**src/rtl/tim_pkg.sv**
```systemverilog
// rtl/tim_pkg.sv - register addresses and bit positions for the basic timer
package tim_pkg;

  localparam logic [3:0] ADDR_CR1  = 4'd0;
  localparam logic [3:0] ADDR_RSVD = 4'd1;
  localparam logic [3:0] ADDR_DIER = 4'd2;
  localparam logic [3:0] ADDR_SR   = 4'd3;
  localparam logic [3:0] ADDR_EGR  = 4'd4;
  localparam logic [3:0] ADDR_PSC  = 4'd5;
  localparam logic [3:0] ADDR_ARR  = 4'd6;
  localparam logic [3:0] ADDR_IDLE = 4'd7;

  localparam int CR1_CEN  = 0;
  localparam int CR1_OPM  = 3;
  localparam int CR1_DIR  = 4;
  localparam int CR1_ARPE = 7;
  localparam int DIER_UIE = 0;
  localparam int SR_UIF   = 0;
  localparam int EGR_UG   = 0;

endpackage

```
**src/rtl/tim_prescaler.sv**
```systemverilog
// rtl/tim_prescaler.sv - clock prescaler producing one count tick per PSC+1 cycles
module tim_prescaler #(
  parameter int PSC_W = 16
) (
  input  logic             clk,
  input  logic             rst,
  input  logic             en,
  input  logic             clr,
  input  logic [PSC_W-1:0] psc,
  output logic             tick
);

  logic [PSC_W-1:0] psc_cnt;
  logic             at_top;

  assign at_top = (psc_cnt == psc);
  // A clear swallows any tick so a software update never double-counts.
  assign tick   = en && !clr && at_top;

  // Divider counter: clear has priority, freezes while disabled, wraps at psc.
  always_ff @(posedge clk or posedge rst) begin
    if (rst) begin
      psc_cnt <= '0;
    end else if (clr) begin
      psc_cnt <= '0;
    end else if (en) begin
      psc_cnt <= at_top ? '0 : psc_cnt + 1'b1;
    end
  end

endmodule

```
**src/rtl/tim_basic_gen.sv**
```systemverilog
// rtl/tim_basic_gen.sv - basic up/down timer with preloaded PSC/ARR and update flag
module tim_basic_gen #(
  parameter int CNT_W = 16,
  parameter int PSC_W = 16
) (
  input  logic             clk,
  input  logic             rst,
  input  logic [3:0]       ld_tim_reg,
  input  logic [31:0]      data_reg,
  input  logic             ISR_rst,
  output logic             tim_uif,
  output logic             tim_irq,
  output logic [CNT_W-1:0] tim_cnt,
  output logic             tim_cen
);
  import tim_pkg::*;

  logic             cen, opm, dir, arpe, uie, uif;
  logic [PSC_W-1:0] psc_pre, psc_act;
  logic [CNT_W-1:0] arr_pre, arr_act, cnt;
  logic             wr_cr1, wr_dier, wr_sr, wr_psc, wr_arr;
  logic             ug, tick, cnt_upd, upd, uif_clr;
  logic             unused_data;

  assign wr_cr1  = (ld_tim_reg == ADDR_CR1);
  assign wr_dier = (ld_tim_reg == ADDR_DIER);
  assign wr_sr   = (ld_tim_reg == ADDR_SR);
  assign wr_psc  = (ld_tim_reg == ADDR_PSC);
  assign wr_arr  = (ld_tim_reg == ADDR_ARR);
  assign ug      = (ld_tim_reg == ADDR_EGR) && data_reg[EGR_UG];

  // Overflow in up mode, underflow in down mode; software UG is folded in for
  // the preload transfer and the flag, but does not trigger one-pulse stop.
  assign cnt_upd = tick && (dir ? (cnt == '0) : (cnt == arr_act));
  assign upd     = cnt_upd || ug;
  assign uif_clr = ISR_rst || (wr_sr && !data_reg[SR_UIF]);

  assign unused_data = ^data_reg;

  assign tim_uif = uif;
  assign tim_irq = uif && uie;
  assign tim_cnt = cnt;
  assign tim_cen = cen;

  tim_prescaler #(.PSC_W(PSC_W)) u_psc (
    .clk (clk),
    .rst (rst),
    .en  (cen),
    .clr (ug),
    .psc (psc_act),
    .tick(tick)
  );

  // Control register; a one-pulse stop overrides a same-edge CEN write.
  always_ff @(posedge clk or posedge rst) begin
    if (rst) begin
      cen  <= 1'b0;
      opm  <= 1'b0;
      dir  <= 1'b0;
      arpe <= 1'b0;
    end else begin
      if (wr_cr1) begin
        cen  <= data_reg[CR1_CEN];
        opm  <= data_reg[CR1_OPM];
        dir  <= data_reg[CR1_DIR];
        arpe <= data_reg[CR1_ARPE];
      end
      if (cnt_upd && opm) begin
        cen <= 1'b0;
      end
    end
  end

  // Interrupt enable.
  always_ff @(posedge clk or posedge rst) begin
    if (rst) begin
      uie <= 1'b0;
    end else if (wr_dier) begin
      uie <= data_reg[DIER_UIE];
    end
  end

  // Update flag: setting beats clearing so an event is never dropped.
  always_ff @(posedge clk or posedge rst) begin
    if (rst) begin
      uif <= 1'b0;
    end else if (upd) begin
      uif <= 1'b1;
    end else if (uif_clr) begin
      uif <= 1'b0;
    end
  end

  // Prescaler preload; the active value only changes on an update event.
  always_ff @(posedge clk or posedge rst) begin
    if (rst) begin
      psc_pre <= '0;
      psc_act <= '0;
    end else begin
      if (wr_psc) begin
        psc_pre <= data_reg[PSC_W-1:0];
      end
      if (upd) begin
        psc_act <= psc_pre;
      end
    end
  end

  // Auto-reload: direct write when ARPE=0, otherwise staged until an update.
  always_ff @(posedge clk or posedge rst) begin
    if (rst) begin
      arr_pre <= '1;
      arr_act <= '1;
    end else begin
      if (upd) begin
        arr_act <= arr_pre;
      end
      if (wr_arr) begin
        arr_pre <= data_reg[CNT_W-1:0];
        if (!arpe) begin
          arr_act <= data_reg[CNT_W-1:0];
        end
      end
    end
  end

  // Main counter; up mode wraps naturally past 2^CNT_W when ARR is below cnt.
  always_ff @(posedge clk or posedge rst) begin
    if (rst) begin
      cnt <= '0;
    end else if (ug) begin
      cnt <= dir ? arr_pre : '0;
    end else if (tick) begin
      if (dir) begin
        cnt <= (cnt == '0) ? arr_act : cnt - 1'b1;
      end else begin
        cnt <= (cnt == arr_act) ? '0 : cnt + 1'b1;
      end
    end
  end

endmodule

```
**config.mk**
```make
export PLATFORM = sky130hd
export DESIGN_NAME = tim_basic_gen
export DESIGN_NICKNAME = d
export VERILOG_FILES = /design/src/rtl/tim_pkg.sv /design/src/rtl/tim_prescaler.sv /design/src/rtl/tim_basic_gen.sv
export SDC_FILE = /design/constraint.sdc
export NUM_CORES = 1
export LEC_CHECK = 0
export CORE_MARGIN = 2
export CORE_UTILIZATION = 40
export CTS_CLUSTER_SIZE = 40
export DETAILED_ROUTE_END_ITERATION = 8
export GPL_TIMING_DRIVEN = 0
export SYNTH_ARGS = -nofsm -noshare
export SYNTH_HDL_FRONTEND = slang
export SYNTH_HIERARCHICAL = 1
export SYNTH_SLANG_ARGS = --single-unit
```
**constraint.sdc**
```tcl
create_clock -name clk -period 2.6 [get_ports clk]
set_input_delay 0.39 -clock clk [delete_from_list [all_inputs] [get_ports clk]]
set_output_delay 0.39 -clock clk [all_outputs]
set_load 0.1 [all_outputs]
```
After elaboration in Yosys (flattened, before gate mapping). Index checks and enable logic that the tools add are counted.

Register bits: 102. Latch bits: 0. RAM bits: 0. Bits in read-only memories: 0. Input bits: 39. Output and inout bits: 19. Logic and storage cells: 56. Memories: 0.

Add/sub/neg operators: 3. Multipliers: 0. Div/mod/pow operators: 0. Order comparisons: 0. Equality and inequality tests: 7. Shifts and indexed selects: 0. Multiplexer cells: 17. Bitwise operators: 0. Reduce and logical (&&, ||, !) cells: 17.

Operators by type and width (number): $mux 16 (12); $add 16x1->16 const B (2); $eq 16x16->1 (2); $logic_not 16->1 (1); $sub 16x1->16 const B (1); $eq 4x3->1 const B (3); $eq 4x2->1 const B (2); $reduce_bool 2->1 (4); $logic_and 1x1->1 (7); $mux 1 (5); $logic_not 4->1 (1); $logic_not 1->1 (2); $logic_or 1x1->1 (2).

Longest topological paths before layout. Gate-level depths: netlist (run 1).

Word-level depth: 10. Depth in mapped cells: 13. Mapped depth without buffers: 8.

Cells and area by module. Netlist (run 1), hierarchy kept.

Modules (own cells, without submodules): tim_basic_gen (times used 1, cells an instance 465, area each 4799.6 um^2, seq. area each 2192.1 um^2); tim_prescaler (times used 1, cells an instance 131, area each 1112.3 um^2, seq. area each 400.4 um^2).

Worst setup path after synthesis (run 1). OpenSTA, ideal clock, no wires.

Path kind: register -> register. Start point: register cnt[0], in the netlist tim_cnt[0]. End point: register psc_act[0]. Library setup time: 128 ps. Arrival time: 2883 ps. Required time: 2472 ps. Slack: -411 ps. Stages on the path, launching flop included: 9. Buffers on the path: 2. Period minus slack after synthesis: 3011 ps. Path through: dfrtp_1 clkbuf_1 inv_1 ha_1 nor3b_4 a41o_1 a21oi_1 buf_2 mux2_1.

Longest elaborated chain between the ends: 4. Elaborated cells between the ends (all ways): 5. Classes of those cells: eq/ne: 1; mux: 1; reduce/logical: 3.

RTL lines: start, declared (RTL line tim_basic_gen.sv:20) `logic [CNT_W-1:0] arr_pre, arr_act, cnt;`; start signal, assigned (RTL line tim_basic_gen.sv:132) `cnt <= dir ? arr_pre : '0;`; start signal, assigned (RTL line tim_basic_gen.sv:135) `cnt <= (cnt == '0) ? arr_act : cnt - 1'b1;`; start signal, assigned (RTL line tim_basic_gen.sv:137) `cnt <= (cnt == arr_act) ? '0 : cnt + 1'b1;`; $eq 16x16->1 or $logic_not 16->1 (tied branches) (RTL line tim_basic_gen.sv:34) `assign cnt_upd = tick && (dir ? (cnt == '0) : (cnt == arr_act));`; $mux 1 (*) (RTL line tim_basic_gen.sv:34); $logic_and 1x1->1 (*) (RTL line tim_basic_gen.sv:34); $logic_or 1x1->1 (*) (RTL line tim_basic_gen.sv:35) `assign upd = cnt_upd || ug;`; end signal, assigned (RTL line tim_basic_gen.sv:104) `psc_act <= psc_pre;`; end, declared (RTL line tim_basic_gen.sv:19) `logic [PSC_W-1:0] psc_pre, psc_act;`.

Mark *: on every way between the ends. The rest lies on a longest branch, timed or not. A chain may end at the register's enable or synchronous reset.

Worst setup path after layout (run 1).
Start point: register u_psc.psc_cnt[10]. End point: register psc_act[9].

Longest elaborated chain between the ends: 4.

RTL lines: start, declared (RTL line tim_prescaler.sv:13) `logic [PSC_W-1:0] psc_cnt;`; start signal, assigned (RTL line tim_prescaler.sv:27) `psc_cnt <= at_top ? '0 : psc_cnt + 1'b1;`; $eq 16x16->1 (RTL line tim_prescaler.sv:16) `assign at_top = (psc_cnt == psc);`; $logic_and 1x1->1 (RTL line tim_prescaler.sv:18) `assign tick = en && !clr && at_top;`; via tick (RTL line tim_basic_gen.sv:22) `logic ug, tick, cnt_upd, upd, uif_clr;`; $logic_and 1x1->1 (RTL line tim_basic_gen.sv:34); $logic_or 1x1->1 (RTL line tim_basic_gen.sv:35).

The timed path passes the listed nets, and every way through them passes these cells.

==> results of run 1 <==
## cell usage in the layout, fill, tap and decap left out, types with 20 or more instances in the layout
| cell | netlist | layout |
|---|---|---|
| mux2_2 | 27 | 26 |
| dfstp_2 | 32 | 32 |
| nand3_1 | 30 | 29 |
| mux2i_1 | 20 | 20 |
| xor2_1 | 25 | 23 |
| clkdlybuf4s50_1 | 0 | 36 |
| clkbuf_1 | 33 | 22 |
| dfrtp_1 | 70 | 46 |
| nor2_1 | 36 | 34 |
| nand2_1 | 38 | 36 |
| xnor2_1 | 29 | 28 |
| a21oi_1 | 44 | 41 |
| buf_4 | 0 | 23 |
## stage by stage
step	hold WS (ns)	instances	util [%]	instance area, um^2
3_5_place_dp	0.4531	823	46.28	6701
6_report	0.4761	857	52.32	7576
5_1_grt	0.4898	857	52.32	7576
4_1_cts	0.4788	855	51.11	7400
3_3_place_gp	0.4494	821	45.96	6654
2_1_floorplan	0.3037	596	-	6013
## cell type report
class / instances / area (um^2) / area share (%)
multi-input cells: 432 / 3366 / 44.43
well taps: 184 / 230.2 / 3.039
repair buffers: 72 / 733.2 / 9.678
clock buffers: 10 / 229.0 / 3.022
inverters: 11 / 45.04 / 0.5945
clock inverters: 6 / 55.05 / 0.7267
flip-flops and latches: 102 / 2643 / 34.88
plain buffers: 40 / 275.3 / 3.633
## repair_timing
item	in CTS	in global routing
endpoints found under the setup margin	61	49
cloned	2	0
buffers inserted	16	11
resized for setup	64	33
pin swaps	10	26
## report_power, final
group | leakage, nW | total (mW) | switching (mW) | internal (mW)
Sequential | 1.14 | 2.64 | 0.489 | 2.16
Clock | 0.133 | 1.32 | 0.652 | 0.669
Combinational | 1.88 | 2.77 | 1.62 | 1.14
Total | 3.15 | 6.73 | 2.77 | 3.97
## metal layers
layer / share of wire [%] / wire [um] / track usage [%]
met1: 44 / 7229 / 28.17
met2: 52 / 8528 / 36.66
met3: 3.1 / 517 / 3.594
met4: 1.7 / 281 / 5.752
met5: 0 / 0 / 0
## sequential cells by signal (all words and copies together) (netlist names)
signal,cells
arpe,1
arr_act,16
arr_pre,16
dir,1
opm,1
psc_act,16
psc_pre,16
tim_cen,1
tim_cnt,16
tim_uif,1
u_psc/psc_cnt,16
uie,1
## how the worst max path moves through the flow
stage                                  from          end  slack (ns)  cells after the start
after floorplan                 tim_cnt[12]   tim_cnt[7]      -0.003                      8
after global placement          data_reg[0]   arr_act[6]       -1.22                     13
after detailed placement      ld_tim_reg[2]  arr_act[10]       -1.32                     14
after CTS                        psc_act[1]   psc_act[2]       -0.05                     10
after global routing             psc_act[4]   psc_act[1]       -0.14                     10
final                     u_psc/psc_cnt[10]   psc_act[9]       -0.02                     10
## synth_stat cells (2+ instances only)
master     n  share of area [%]
o22ai_1    2               0.21
nand3_1   30                2.5
clkbuf_1  33                2.1
clkbuf_2   3               0.25
and3_1     3               0.32
o31ai_1    2               0.25
mux2_2    27                5.1
buf_6      2               0.38
o21ai_0    4               0.34
o41ai_1    3               0.44
mux2_1    27                5.1
and2_1     3               0.32
nor2_1    36                2.3
or4_4      3               0.57
nand3b_1   3               0.38
xnor2_1   29                4.3
nand4b_1   2               0.30
o211ai_1  11                1.4
a211oi_1   9                1.1
xor2_1    25                3.7
nor3b_1    2               0.25
o21ai_1    9               0.76
inv_1     10               0.63
dfstp_2   32                 14
or3_1      4               0.42
o311ai_0   6               0.89
nand2_1   38                2.4
dfrtp_1   70                 30
nand2b_1  10                1.1
ha_1       4               0.85
and4_1     2               0.30
nand4_1    9               0.95
or4_1      3               0.38
nor3_1    20                1.7
a21oi_1   44                3.7
a221oi_1   3               0.44
nor2b_1    5               0.53
nor4_1     7               0.74
mux2i_1   20                3.4
a31oi_1    5               0.53
buf_2     12                1.0
## worst max-delay path, stage by stage, from the launching register on
cell,delay (ns)
dfrtp_2,0.45
xor2_1,0.18
nor4_2,0.32
nand4_1,0.22
nor3b_4,0.31
clkbuf_8,0.19
nor2b_4,0.15
a21oi_4,0.09
buf_12,0.15
buf_16,0.14
mux2_4,0.29
## logic make-up after synthesis
| kind of cell | Yosys count | synth area share (%) |
|---|---|---|
| XOR/XNOR | 54 | 8.000 |
| adder cells (fa/ha/maj) | 4 | 0.8466 |
| flip-flops | 102 | 43.85 |
| AND/OR/NAND/NOR | 190 | 17.16 |
| AO/OA/AOI/OAI | 110 | 11.96 |
| buffers and inverters | 62 | 4.508 |
| multiplexers | 74 | 13.67 |
==> impl_metrics.ini, run 1 <==
[outcome]
status = finished, violations left
violations = setup timing

[floorplan]
num_rows = 44
die_area_mm2 = 0.01577
die_w_um = 125.6
start_util_pct = 40.83
pin_count = 58
coreArea_mm2 = 0.01448
die_h_um = 125.6

[timing]
hold_viol = 0
rsz0062_at_grt = yes
tns_ns = -0.1793
fmax_ghz = 0.3813
relSlewSlack_pct = 33.90
worst_slack_ns = -0.02294
slew_violations = 0
period_needed_ns = 2.623
setup_viol_count_final = 11
clock_skew_ns = 0.009882
min_period_over_period_pct = 100.9
worstMarginPinSlew_ns = 0.9824

[synth]
synthFlopType = dfrtp_1
synth_nets = 639
ys_types = 65
synth-seq-cells = 102
ys_warn_count = 6
ys_async_sr_fraction_pct = 100.0
syn_area_per_cell_um2 = 9.919
synthCells = 596
synth_edf_count = 0
yosysSeqAreaShare_pct = 43.85
syn_area_mm2 = 0.005912

[hold_path]
min_from = opm
hold_depth = 1
hold_class = reg2reg
min_to = tim_cen

[finish]
num_antenna_cells = 0
n_fill_cell = 1291
syn_to_final_growth_pct = 28.15
drive_gt1_share_pct = 30.61
fin_nets = 711

[placed_design]
numPortBuffers = 41
hpwl_mm = 11.86
post-place-ws_ns = -1.315
gp_congestion = 0.9110

[critical_path]
critical_path_required_ns = 2.84
cp-start-kind = register
end_kind = register
r2r-start = u_psc/psc_cnt[10]
r2r-end = psc_act[9]
path_class = reg2reg
critical_path_arrival_ns = 2.86
reg2reg_slack_ns = -0.02
cp_max_fo = 6
worstRegToRegCells = 10

[routing]
drt-total-wl_mm = 16.56
viasPerCell = 5.635
ant_nets = 0
num_vias = 4829
drc = 0
drt-initial-drc-count = 295
dr.pass1.iters = 5
wl_per_cell_um = 19.32

[grt]
antenna_found_initial = 0
grt_usage_pct = 21.42
grt_pass1_vias = 4874
grt_max_degree = 37
grt_pass1_wl_mm = 26.91
grt_overflow = 0

[clocking]
clock-root-buffer = clkbuf_16
postCtsHoldBufs = 0
cts_tree = yes
ctsLongestPathBuffers = 2
clock_latency_ns = 0.35
cts_max_level = 3
clock-sinks = 102
clkTransAtPathRegs_ns = 0.08
numCtsBuffers = 9

[flow_run]
maxCapViolations = 0

[power_and_ir_drop]
power.density_mw_per_mm2 = 888.6
p_leak_nw = 3.154
total_power_mw = 6.732
ir_drop_v = 0.0004594
No activity file was read; power rests on OpenSTA's default activity.
==> inputs of run 2 (changes only) <==
--- a/config.mk
+++ b/config.mk
@@ -12,5 +12,4 @@
 export GPL_TIMING_DRIVEN = 0
 export SYNTH_ARGS = -nofsm -noshare
 export SYNTH_HDL_FRONTEND = slang
-export SYNTH_HIERARCHICAL = 1
 export SYNTH_SLANG_ARGS = --single-unit
==> impl_metrics.ini, run 2 <==
[floorplan]
pin_count = 58
coreArea_mm2 = 0.01442
num_rows = 44
die_h_um = 125.1
die_area_mm2 = 0.01565
die_w_um = 125.1
start_util_pct = 40.67

[grt]
grt_pass1_wl_mm = 28.21
grt_max_degree = 39
grt_usage_pct = 22.94
grt_overflow = 0
antenna_found_initial = 0
grt_pass1_vias = 5115

[critical_path]
r2r-start = tim_cnt[2]
critical_path_required_ns = 2.84
path_class = reg2reg
path_cells = buf_4 -> xor2_1 -> nor4_2 -> a41oi_1 -> buf_4 -> nand4b_4 -> nand2_4 -> buf_8 -> mux2_2
critPathSlowestCell = dfrtp_2
reg2reg_slack_ns = 0.11
critPathTopFamily = simple AND/OR/NAND/NOR gates
critPathBufInv = 3
end_kind = register
cp-start-kind = register
max_stage_delay_ns = 0.40
critical_path_arrival_ns = 2.73
worstRegToRegCells = 9
r2r-end = psc_act[6]
path_common_cell = buf_4
cp_max_fo = 10

[routing]
drt-initial-drc-count = 380
ant_nets = 0
drt-total-wl_mm = 17.41
dr.pass1.iters = 5
num_vias = 4969
wl_per_cell_um = 20.58
viasPerCell = 5.874
drc = 0

[timing]
worstMarginPinSlew_ns = 1.137
hold_ws_ns = 0.3459
tns_ns = 0
fmax_ghz = 0.4019
clock_skew_ns = 0.008895
relSlewSlack_pct = 23.48
rsz0062_at_grt = no
hold_viol = 0
slew_violations = 0
setup_viol_count_final = 0
period_needed_ns = 2.488
min_period_over_period_pct = 95.71

[placed_design]
gp_congestion = 0.9330
numPortBuffers = 41
placed_cell_area_mm2 = 0.006591
hpwl_mm = 12.59

[synth]
synth_nets = 636
ys_async_sr_fraction_pct = 100.0
ys_types = 60
yosysMostFrequentCell = dfrtp_1
yosysSeqAreaShare_pct = 44.19
synth_common_cells = dfrtp_1 (70), mux2_2 (49), o21ai_0 (42)
syn_area_per_cell_um2 = 9.894
synth.area.top_cells = dfrtp_1 (30%), dfstp_2 (14%), mux2_2 (9.4%)
yosys.area.top_type_share_pct = 29.86
synth_edf_count = 0
synth_top_area_cell = dfrtp_1
synthFlopType = dfrtp_1
synthCells = 593
syn_area_mm2 = 0.005867
synth-seq-cells = 102
ys_warn_count = 0

[finish]
fin_nets = 700
layout_commonest_cell = dfrtp_1
final_util_pct = 48.88
drive_gt1_share_pct = 25.83
n_fill_cell = 1357
syn_to_final_growth_pct = 20.17
post-route-cell-area_mm2 = 0.007051
final_cell_mix = dfrtp_1 (54), mux2_2 (49), o21ai_0 (42)
num_antenna_cells = 0

[power_and_ir_drop]
p_sw_share_pct = 41.51
p_seq_share_pct = 37.6
combPwrFrac_pct = 40.6
clkPwrFrac_pct = 21.7
p_leak_nw = 2.832
switchingPower_mw = 2.943
total_power_mw = 7.090
power.density_mw_per_mm2 = 1006
ir_drop_v = 0.0003852
intPower_mw = 4.147

[clocking]
clock-root-buffer = clkbuf_16
cts_tree = yes
clock_latency_ns = 0.36
cts_max_level = 3
clkTransAtPathRegs_ns = 0.07
ctsLongestPathBuffers = 2
numCtsBuffers = 9
clock-sinks = 102

[outcome]
status = finished, final reports clean

[flow_run]
maxCapViolations = 0

[hold_path]
hold_class = in2async
==> run 2: cell count changes after synthesis, moves of 9 or more <==
cell	previous run	this run
a21oi_1	44	26
o21ai_1	9	0
nor3_1	20	9
mux2i_1	20	4
mux2_2	27	49
and3_1	3	16
clkbuf_1	33	17
o21ai_0	4	42
a31oi_1	5	19
mux2_1	27	2
==> run 2: through the flow <==
| stage | worst slack, ns | std cells |
|---|---|---|
| floorplan | 0.02881 | 593 |
| global placement | -0.8200 | 818 |
| detailed placement | -0.8170 | 821 |
| CTS | 0.01822 | 844 |
| global route | 0.006688 | 846 |
| finish | 0.1115 | 846 |
==> run 2: final cells by class <==
class	instances	area (um^2)	area share, %
multi-input cells	436	3059	43.39
flip-flops and latches	102	2613	37.05
repair buffers	54	545.5	7.737
clock buffers	12	256.5	3.638
well taps	184	230.2	3.265
plain buffers	44	227.7	3.230
clock inverters	4	77.57	1.100
inverters	10	41.29	0.5856
==> run 2: what timing repair did <==
action,in CTS,in global routing
buffers inserted,7,3
setup endpoints to repair,52,42
hold buffers,0,0
resized for setup,7,11
pin swaps,1,3
endpoints found under the hold margin,0,0
==> run 2: worst max-delay path by stage <==
stage                           start          end  slack [ns]  cells past startpoint
after floorplan            tim_cnt[3]   psc_act[0]        0.03                      9
after global placement    data_reg[0]  tim_cnt[15]       -0.82                      7
after detailed placement  data_reg[0]  tim_cnt[15]       -0.82                      7
after CTS                  tim_cnt[3]  tim_cnt[15]        0.02                      7
after global routing       tim_cnt[0]   tim_cnt[6]       0.007                     10
final                      tim_cnt[2]   psc_act[6]        0.11                      9
==> run 2: power groups by stage <==
stage               Clock, mW  Sequential (mW)  Combinational, mW
floorplan                   0             3.23               1.46
global placement            0             2.67               2.76
detailed placement          0             2.69               2.81
CTS                      1.57             2.67               2.86
global route             1.62             2.74               3.09
finish                   1.54             2.67               2.88
==> run 2: logic make-up after synthesis <==
| group | Yosys count | share of synthesized area, % |
|---|---|---|
| simple gates | 188 | 17.77 |
| flops | 102 | 44.19 |
| xor+xnor | 54 | 8.062 |
| buf+inv | 55 | 4.351 |
| fa+ha+maj | 4 | 0.8531 |
| compound gates | 135 | 14.31 |
| mux | 55 | 10.47 |
==> run 2: metal layers <==
layer  routed length [um]  part of all wire (%)  track usage [%]  vias to the layer above
li1                     -                     -                -                     2286
met1                 7664                    44            30.57                     2438
met2                 8095                    46            37.02                      204
met3                 1088                   6.2            3.552                       41
met4                  562                   3.2            10.33                        0
met5                    0                     0                0                        -
==> inputs of run 3 (changes only) <==
--- a/config.mk
+++ b/config.mk
@@ -5,11 +5,13 @@
 export SDC_FILE = /design/constraint.sdc
 export NUM_CORES = 1
 export LEC_CHECK = 0
+export ABC_AREA = 1
 export CORE_MARGIN = 2
 export CORE_UTILIZATION = 40
 export CTS_CLUSTER_SIZE = 40
 export DETAILED_ROUTE_END_ITERATION = 8
 export GPL_TIMING_DRIVEN = 0
+export PLACE_DENSITY = 0.62
 export SYNTH_ARGS = -nofsm -noshare
 export SYNTH_HDL_FRONTEND = slang
 export SYNTH_SLANG_ARGS = --single-unit
==> impl_metrics.ini, run 3 <==
[synth]
synth_edf_count = 0
synth_top_family_by_area = simple AND/OR/NAND/NOR gates
synthMuxAreaShare_pct = 0.1611
ys_types = 35
synth_compound_area_share_pct = 13.17
synthAdderAreaFrac_pct = 0.8053
synthFlopType = dfrtp_1
synth_top_area_cell = dfrtp_1
synth_common_cells = nand2_1 (247), nor2_1 (132), inv_1 (112)
syn_area_per_cell_um2 = 6.928
yosysSeqAreaShare_pct = 41.72
synthXorXnorAreaFrac_pct = 4.087
synth-seq-cells = 102
synth_nets = 940
synthSimpleGateAreaFrac_pct = 30.00
yosys.area.top_type_share_pct = 28.19
yosysMostFrequentCell = nand2_1
syn_area_mm2 = 0.006215
synth.area.top_cells = dfrtp_1 (28%), nand2_1 (15%), dfstp_2 (14%)
synthCells = 897
ys_warn_count = 0
ys_async_sr_fraction_pct = 100.0

[finish]
instances_no_fill = 1144
layout_commonest_cell = nand2_1
syn_to_final_growth_pct = 16.47
drive_gt1_share_pct = 9.414
post-route-cell-area_mm2 = 0.007238
final_util_pct = 47.61
fin_nets = 994
final_cell_mix = nand2_1 (247), nor2_1 (131), inv_1 (111)
n_fill_cell = 1548
num_antenna_cells = 0

[clocking]
postCtsHoldBufs = 0
clkTransAtPathRegs_ns = 0.07
cts_max_level = 3
numCtsBuffers = 9
clock_latency_ns = 0.36
clock-sinks = 102
clock-root-buffer = clkbuf_16
cts_tree = yes
ctsLongestPathBuffers = 2

[critical_path]
critical_path_required_ns = 2.21
cp-start-kind = register
cp_max_fo = 8
crit_end = tim_cnt[6]
worstRegToRegCells = 13
path_class = reg2out
critical_path_arrival_ns = 2.08
reg2reg_slack_ns = 0.25
critPathBufInv = 1
end_kind = output pin
path_cells = clkdlybuf4s50_1
max_stage_delay_ns = 1.20
critPathSlowestCell = clkdlybuf4s50_1
r2r-end = tim_cnt[12]
r2r-start = tim_cnt[0]
cp-startpoint = tim_cnt[6]
critPathTopFamily = buffers and inverters
path_depth = 1

[timing]
worstMarginPinSlew_ns = 0.9705
clock_skew_ns = 0.007533
worst_slack_ns = 0.1300
min_period_over_period_pct = 95.00
setup_viol_count_final = 0
rsz0062_at_grt = no
tns_ns = 0
slew_violations = 0
period_needed_ns = 2.470
hold_ws_ns = 0.4876
relSlewSlack_pct = 35.10
hold_viol = 0
fmax_ghz = 0.4049

[grt]
grt_usage_pct = 22.08
grt_overflow = 0
grt_max_degree = 39
grt_pass1_vias = 5407
antenna_found_initial = 0
grt_pass1_wl_mm = 28.42

[routing]
dr.pass1.iters = 5
drc = 0
viasPerCell = 5.126
drt-initial-drc-count = 532
num_vias = 5864
drt-total-wl_mm = 17.36
wl_per_cell_um = 15.18
ant_nets = 0

[floorplan]
die_h_um = 128.6
coreArea_mm2 = 0.01520
num_rows = 45
pin_count = 58
start_util_pct = 40.88
die_w_um = 128.6
die_area_mm2 = 0.01655

[flow_run]
maxCapViolations = 0

[power_and_ir_drop]
power.density_mw_per_mm2 = 965.4
ir_drop_v = 0.0004272
total_power_mw = 6.987
p_leak_nw = 3.572

[placed_design]
gp_congestion = 0.9240
post-place-ws_ns = -0.1361
dp_cells = 1128
numPortBuffers = 41
hpwl_mm = 13.25
placed_cell_area_mm2 = 0.006904

[hold_path]
hold_class = reg2reg

[outcome]
status = finished, final reports clean
==> run 3: cell count changes after synthesis, sizes merged, moves of 18 or more <==
cell / before / now
mux2: 51 / 0
nor2: 39 / 135
nand3: 34 / 52
a31oi: 19 / 1
inv: 10 / 121
o21ai: 42 / 74
xnor2: 28 / 3
nand2: 37 / 251
==> run 3: routing by layer <==
| layer | global-route usage, % | wire, um |
|---|---|---|
| met3 | 2.536 | 944 |
| met1 | 35.06 | 8817 |
| met2 | 31.47 | 7313 |
| met4 | 6.266 | 288 |
| met5 | 0 | 0 |
==> run 3: worst min path at each step <==
stage	start	endpoint	slack [ns]	cells past startpoint
after global placement	arpe	arpe	0.46	2
after detailed placement	arpe	arpe	0.47	2
after global routing	arpe	arpe	0.50	2
final	arpe	arpe	0.49	2
after CTS	arpe	arpe	0.49	2
after floorplan	arpe	arpe	0.45	2
==> run 3: tightest hold or removal path: cells and delay by family (launching register included) <==
family	cells	cell delay, ns
flops	1	0.34
simple gates	1	0.06
compound gates	1	0.06
==> run 3: area by class of cell <==
type	count	area, um^2	share of cell area, %
Tap cell	188	235.2	3.250
Clock inverter	5	88.84	1.227
Timing Repair Buffer	43	450.4	6.223
Sequential cell	102	2592	35.82
Clock buffer	11	242.7	3.354
Inverter	123	465.4	6.430
Buffer	33	163.9	2.264
Multi-Input combinational cell	639	2999	41.43
==> run 3: what timing repair did <==
action,in CTS,in global routing
endpoints found under the setup margin,0,1
setup buffers,0,0
resized for setup,0,1
endpoints found under the hold margin,0,0
==> run 3: cells by family after synthesis <==
| group | after synthesis |
|---|---|
| AO/OA/AOI/OAI | 147 |
| XOR/XNOR | 29 |
| adder cells (fa/ha/maj) | 4 |
| buffers and inverters | 156 |
| flip-flops | 102 |
| multiplexers | 1 |
| AND/OR/NAND/NOR | 458 |
==> run 3: report_power, final <==
group	switching [mW]	internal (mW)	leakage (nW)	total (mW)
clock	0.653	0.886	0.163	1.54
sequential	0.423	2.10	1.20	2.52
combinational	2.01	0.916	2.21	2.93
total	3.09	3.90	3.57	6.99
